File: src/rtl/riscv_pipe_pkg.sv
// Shared constants for the 5-stage RISC-V pipeline: control-bundle layout and the NOP bundle.
package riscv_pipe_pkg;

  localparam int unsigned CTRL_W = 11;
  localparam int unsigned REG_W  = 5;

  // Bit positions inside the packed control bundle
  localparam int unsigned CTRL_REG_WRITE  = 10;
  localparam int unsigned CTRL_MEM_READ   = 9;
  localparam int unsigned CTRL_MEM_WRITE  = 8;
  localparam int unsigned CTRL_MEM_TO_REG = 7;
  localparam int unsigned CTRL_ALU_SRC    = 6;
  localparam int unsigned CTRL_BRANCH     = 5;
  localparam int unsigned CTRL_JUMP       = 4;
  localparam int unsigned CTRL_ALU_OP_LSB = 0;
  localparam int unsigned CTRL_ALU_OP_W   = 4;

  localparam logic [CTRL_W-1:0] CTRL_NOP = '0;

endpackage

File: src/rtl/load_use_detect.sv
// Combinational load-use hazard equation: a load in EX whose rd is read by the instruction in ID.
module load_use_detect
  import riscv_pipe_pkg::*;
(
  input  logic             i_id_valid,
  input  logic [REG_W-1:0] i_id_rs1,
  input  logic [REG_W-1:0] i_id_rs2,
  input  logic             i_id_use_rs1,
  input  logic             i_id_use_rs2,
  input  logic             i_ex_valid,
  input  logic             i_ex_mem_read,
  input  logic [REG_W-1:0] i_ex_rd,
  output logic             o_hazard
);

  logic w_rs1_match;
  logic w_rs2_match;

  assign w_rs1_match = i_id_use_rs1 && (i_id_rs1 == i_ex_rd);
  assign w_rs2_match = i_id_use_rs2 && (i_id_rs2 == i_ex_rd);

  // x0 is never a real dependency
  assign o_hazard = i_id_valid && i_ex_valid && i_ex_mem_read && (i_ex_rd != '0) &&
                    (w_rs1_match || w_rs2_match);

endmodule

File: src/rtl/id_ex_stage.sv
// ID/EX pipeline register with load-use stall, flush bubble, global hold and saturating
// stall/flush event counters.
module id_ex_stage
  import riscv_pipe_pkg::*;
#(
  parameter int unsigned XLEN  = 32,
  parameter int unsigned CNT_W = 16
) (
  input  logic              clk,
  input  logic              rst,
  input  logic              id_valid,
  input  logic [XLEN-1:0]   id_pc,
  input  logic [XLEN-1:0]   id_rs1_data,
  input  logic [XLEN-1:0]   id_rs2_data,
  input  logic [XLEN-1:0]   id_imm,
  input  logic [REG_W-1:0]  id_rs1,
  input  logic [REG_W-1:0]  id_rs2,
  input  logic [REG_W-1:0]  id_rd,
  input  logic              id_use_rs1,
  input  logic              id_use_rs2,
  input  logic [CTRL_W-1:0] id_ctrl,
  input  logic              ex_flush,
  input  logic              hold,
  output logic              pc_write,
  output logic              if_id_write,
  output logic              load_use_stall,
  output logic              id_ex_valid,
  output logic [XLEN-1:0]   id_ex_pc,
  output logic [XLEN-1:0]   id_ex_rs1_data,
  output logic [XLEN-1:0]   id_ex_rs2_data,
  output logic [XLEN-1:0]   id_ex_imm,
  output logic [REG_W-1:0]  id_ex_rs1,
  output logic [REG_W-1:0]  id_ex_rs2,
  output logic [REG_W-1:0]  id_ex_rd,
  output logic [CTRL_W-1:0] id_ex_ctrl,
  output logic [CNT_W-1:0]  stall_cnt,
  output logic [CNT_W-1:0]  flush_cnt
);

  logic              r_valid;
  logic [XLEN-1:0]   r_pc;
  logic [XLEN-1:0]   r_rs1_data;
  logic [XLEN-1:0]   r_rs2_data;
  logic [XLEN-1:0]   r_imm;
  logic [REG_W-1:0]  r_rs1;
  logic [REG_W-1:0]  r_rs2;
  logic [REG_W-1:0]  r_rd;
  logic [CTRL_W-1:0] r_ctrl;
  logic [CNT_W-1:0]  r_stall_cnt;
  logic [CNT_W-1:0]  r_flush_cnt;

  logic              w_hazard;
  logic              w_stall;
  logic [CNT_W-1:0]  w_stall_cnt_inc;
  logic [CNT_W-1:0]  w_flush_cnt_inc;

  load_use_detect u_load_use_detect (
    .i_id_valid    (id_valid),
    .i_id_rs1      (id_rs1),
    .i_id_rs2      (id_rs2),
    .i_id_use_rs1  (id_use_rs1),
    .i_id_use_rs2  (id_use_rs2),
    .i_ex_valid    (r_valid),
    .i_ex_mem_read (r_ctrl[CTRL_MEM_READ]),
    .i_ex_rd       (r_rd),
    .o_hazard      (w_hazard)
  );

  // A flush squashes the ID instruction anyway, so it must not also stall the redirect
  assign w_stall     = w_hazard && !ex_flush && !rst;
  assign pc_write    = !rst && !hold && !w_stall;
  assign if_id_write = !rst && !hold && !w_stall;

  always_comb begin
    w_stall_cnt_inc = (&r_stall_cnt) ? r_stall_cnt : r_stall_cnt + CNT_W'(1);
    w_flush_cnt_inc = (&r_flush_cnt) ? r_flush_cnt : r_flush_cnt + CNT_W'(1);
  end

  always_ff @(posedge clk) begin
    if (rst || (!hold && (ex_flush || w_stall))) begin
      r_valid    <= 1'b0;
      r_pc       <= '0;
      r_rs1_data <= '0;
      r_rs2_data <= '0;
      r_imm      <= '0;
      r_rs1      <= '0;
      r_rs2      <= '0;
      r_rd       <= '0;
      r_ctrl     <= CTRL_NOP;
    end else if (!hold) begin
      r_valid    <= id_valid;
      r_pc       <= id_pc;
      r_rs1_data <= id_rs1_data;
      r_rs2_data <= id_rs2_data;
      r_imm      <= id_imm;
      r_rs1      <= id_rs1;
      r_rs2      <= id_rs2;
      r_rd       <= id_rd;
      r_ctrl     <= id_ctrl;
    end
  end

  always_ff @(posedge clk) begin
    if (rst) begin
      r_stall_cnt <= '0;
      r_flush_cnt <= '0;
    end else if (!hold) begin
      if (ex_flush) begin
        r_flush_cnt <= w_flush_cnt_inc;
      end else if (w_stall) begin
        r_stall_cnt <= w_stall_cnt_inc;
      end
    end
  end

  assign load_use_stall = w_stall;
  assign id_ex_valid    = r_valid;
  assign id_ex_pc       = r_pc;
  assign id_ex_rs1_data = r_rs1_data;
  assign id_ex_rs2_data = r_rs2_data;
  assign id_ex_imm      = r_imm;
  assign id_ex_rs1      = r_rs1;
  assign id_ex_rs2      = r_rs2;
  assign id_ex_rd       = r_rd;
  assign id_ex_ctrl     = r_ctrl;
  assign stall_cnt      = r_stall_cnt;
  assign flush_cnt      = r_flush_cnt;

endmodule

File: config.mk
export PLATFORM = sky130hd
export DESIGN_NAME = id_ex_stage
export DESIGN_NICKNAME = d
export VERILOG_FILES = /design/src/rtl/riscv_pipe_pkg.sv /design/src/rtl/load_use_detect.sv /design/src/rtl/id_ex_stage.sv
export SDC_FILE = /design/constraint.sdc
export NUM_CORES = 1
export LEC_CHECK = 0
export CORE_MARGIN = 4
export CORE_UTILIZATION = 41
export DETAILED_ROUTE_END_ITERATION = 7
export GPL_TIMING_DRIVEN = 0
export PLACE_DENSITY_LB_ADDON = 0.15
export SETUP_SLACK_MARGIN = 0.02
export SLEW_MARGIN = 20
export SYNTH_ARGS = -nofsm -noshare
export SYNTH_HDL_FRONTEND = slang
export SYNTH_HIERARCHICAL = 1
export SYNTH_SLANG_ARGS = --single-unit
File: constraint.sdc
create_clock -name clk -period 3.8 [get_ports clk]
set_input_delay 0.57 -clock clk [delete_from_list [all_inputs] [get_ports clk]]
set_output_delay 0.57 -clock clk [all_outputs]
set_load 0.03 [all_outputs]
==> results.tsv <==
stage	metric	value	unit
outcome	status	completed	
synth	syn_area	0.00717	mm2
place	gp_congestion	0.851	
cells_and_area	syn_to_final_growth	60.8	%
setup_path	reg2reg_depth	9	
synth	synth_cell_types	39	
synth	synth_area_per_cell	10.0	um2
setup_path	r2r-end	stall_cnt[11]	
die	row_count	48	
sta	slew_violations	0	
setup_path	r2r-start	id_ex_rd[0]	
cells_and_area	fill_cells	1417	
die	dieHeight	140	um
synth	ys_seq_area_share	52.2	%
clock_network	cts_buffers	17	
drt	post_drt_wl_per_cell	17.3	um
synth	syn_nets	878	
sta	finalClockSkew	0.00984	ns
global_route	antenna_found_initial	1	
cells_and_area	final_cell_mix	349 x clkdlybuf4s50_1, 187 x dfxtp_1, 165 x nor2_1, 156 x mux2i_1, 31 x clkbuf_1	
pwr	powerDensity	398	mW/mm2
sta	max_slew_margin	46.9	%
sta	rsz0062_at_grt	no	
setup_path	crit_fanout	4	
sta	tightest_slew	0.796	ns
place	place_worst_setup_slack	-0.0287	ns
sta	fin_crit	3.61	ns
setup_path	worstSetupPathType	input pin to primary output	
drt	drtIter0Drc	260	
drt	avgViaCountPerCell	4.97	
synth	synth.area.top_cells	dfxtp_1 52%, mux2i_1 22%, nor2_1 8.6%, clkbuf_1 1.6%, a21oi_1 1.4%	
place	port_buffers	349	
die	die_area	0.0197	mm2
clock_network	root_buffer	clkbuf_16	
job	maxCapViolCount	0	
setup_path	crit_end	pc_write	
pwr	power	4.60	mW
drt	drcViolationCount	0	
sta	final_hold_viol_count	0	
clock_network	cts_tree	done	
place	placed_cells	1289	
synth	yosys_register_bits	187	
die	die_w	140	um
clock_network	clk_latency	0.42	ns
setup_path	start_kind	input pin	
drt	drt_pass1_iterations	4	
pwr	peakVddDrop	0.309	mV
sta	finalWorstSetupSlack	0.185	ns
worst_hold_path	min_path_type	flop to flop	
drt	postRouteAntennaNets	0	
clock_network	cts_setup_buffers	0	
drt	wl	22.9	mm
global_route	grt_overflow	0	
setup_path	rrSetupSlack	0.76	ns
drt	num_vias	6557	
die	pin_count	351	
cells_and_area	drive_gt1_share	3.84	%
die	core	0.0172	mm2
clock_network	htreeDepth	4	
cells_and_area	layout_commonest_cell	clkdlybuf4s50_1	
pwr	leakage	4.58	nW
setup_path	cp.arrival	3.04	ns
global_route	grt_pass1_vias	6512	
sta	finalCritPeriodShare	95.1	%
sta	setup_viol	0	
setup_path	crit_path_end_kind	primary output	
sta	max_freq	0.277	GHz
synth	synth_cells	715	
clock_network	cts_sinks	187	
place	dp_hpwl	17.6	mm
die	initial_core_util	41.6	%
setup_path	required	3.23	ns
clock_network	cts.path.max_buffers	2	
global_route	grt.total_usage	22.4	%
cells_and_area	num-nets-final	1246	
setup_path	startpoint	id_rs1[4]	
synth	ys_warn_count	6	
global_route	grt_pass1_wl	34.9	mm
synth	yosysTopAreaCellShare	52.2	%
synth	yosysTopAreaCell	dfxtp_1	
cells_and_area	finalNonFillerCells	1319	
global_route	grt_max_degree	17	
clock_network	path_clk_slew	0.07	ns
==> routing by layer <==
metal  routed length, um  GRT usage [%]  part of all wire (%)
met1                8890           25.2                    39
met2               11400           38.6                    50
met3                2070           8.84                   9.0
met4                 466           7.65                   2.0
met5                   0              0                     0
==> how the worst min path moves through the flow <==
stage	start	to	slack, ns	cells past startpoint
2_1_floorplan	stall_cnt[10]	stall_cnt[10]	0.62	2
3_3_place_gp	id_ex_rs1_data[14]	id_ex_rs1_data[14]	0.47	2
3_5_place_dp	id_ex_pc[29]	id_ex_pc[29]	0.48	2
4_1_cts	id_ex_pc[29]	id_ex_pc[29]	0.50	2
5_1_grt	id_ex_rs2_data[26]	id_ex_rs2_data[26]	0.52	2
6_report	id_ex_rs1_data[10]	id_ex_rs1_data[10]	0.50	2
==> layout make-up <==
| class | count | area [um2] | area share, % |
|---|---|---|---|
| sequential | 187 | 3740 | 32.5 |
| timing repair buffer | 349 | 3490 | 30.3 |
| multi-input combinational | 479 | 3260 | 28.3 |
| clock buffer | 19 | 443 | 3.84 |
| tap | 225 | 282 | 2.44 |
| buffer | 44 | 171 | 1.49 |
| clock inverter | 10 | 119 | 1.03 |
| inverter | 5 | 18.8 | 0.163 |
| antenna | 1 | 2.50 | 0.0217 |
==> worst max-delay path: stages <==
cell             delay (ns)
clkdlybuf4s50_1        0.46
xor2_1                 0.16
nor4_1                 0.37
nand3_1                0.16
a21oi_2                0.24
nor3b_4                0.25
nor3_1                 0.08
buf_4                  0.17
clkdlybuf4s50_1        0.58
==> where the power goes <==
group	internal, mW	switching [mW]
Clock	0.979	0.751
Sequential	2.04	0.0481
Combinational	0.387	0.387
==> cell families (layout without fill, tap and decap cells) <==
| logic type | count (synthesis) | after routing | synth area share (%) |
|---|---|---|---|
| AOI/OAI and AO/OA | 51 | 51 | 4.69 |
| xor gates and xnor gates | 10 | 10 | 1.22 |
| adders and majority gates | 2 | 2 | 0.349 |
| buffers and inverters | 49 | 427 | 2.65 |
| DFF | 187 | 187 | 52.2 |
| muxes | 162 | 162 | 22.7 |
| other | 0 | 1 | 0 |
| and+or+nand+nor | 254 | 254 | 16.2 |
==> state kept, by name (all words and copies together) (netlist names), 11 cells and up <==
register        cells
id_ex_ctrl         11
id_ex_pc           32
flush_cnt          16
id_ex_imm          32
id_ex_rs2_data     32
stall_cnt          16
id_ex_rs1_data     32
==> synthesized netlist by cell type <==
library cell	instances
dfxtp_1	187
nor2_1	165
mux2i_1	156
clkbuf_1	30
a21oi_1	20
nand3_1	15
buf_1	11
nand2_1	11
or4_1	11
nor4_1	10
o31ai_1	10
nand4_1	9
nor2b_1	8
or3_1	8
xor2_1	8
o21ai_0	7
mux2_2	6
inv_1	5
nor3_1	5
o41ai_1	5
o311ai_0	4
and4_1	3
buf_2	2
ha_1	2
nor3b_1	2
xnor2_1	2
a311oi_1	1
a41oi_1	1
and2_1	1
and3_1	1
and4b_1	1
buf_4	1
nand3b_1	1
nor4b_1	1
o2111ai_1	1
o211a_1	1
o221a_2	1
or2_0	1
or4b_4	1
==> what timing repair did <==
action                                  CTS  global route
hold endpoints to repair                  0             0
resized for setup                         1             2
hold buffers                              0             0
endpoints found under the setup margin    1             2
==> through the flow <==
stage / cell area (um2) / util [%] / hold slack (ns) / TNS, ns
after floorplan: 7170 / - / 0.623 / 0
after global placement: 10900 / 63.5 / 0.473 / -0.0499
after detailed placement: 10900 / 63.5 / 0.484 / -0.0287
after CTS: 11500 / 66.8 / 0.500 / 0
after global routing: 11500 / 66.9 / 0.524 / 0
final: 11500 / 66.9 / 0.495 / 0
(Power assumes the default switching activity.)
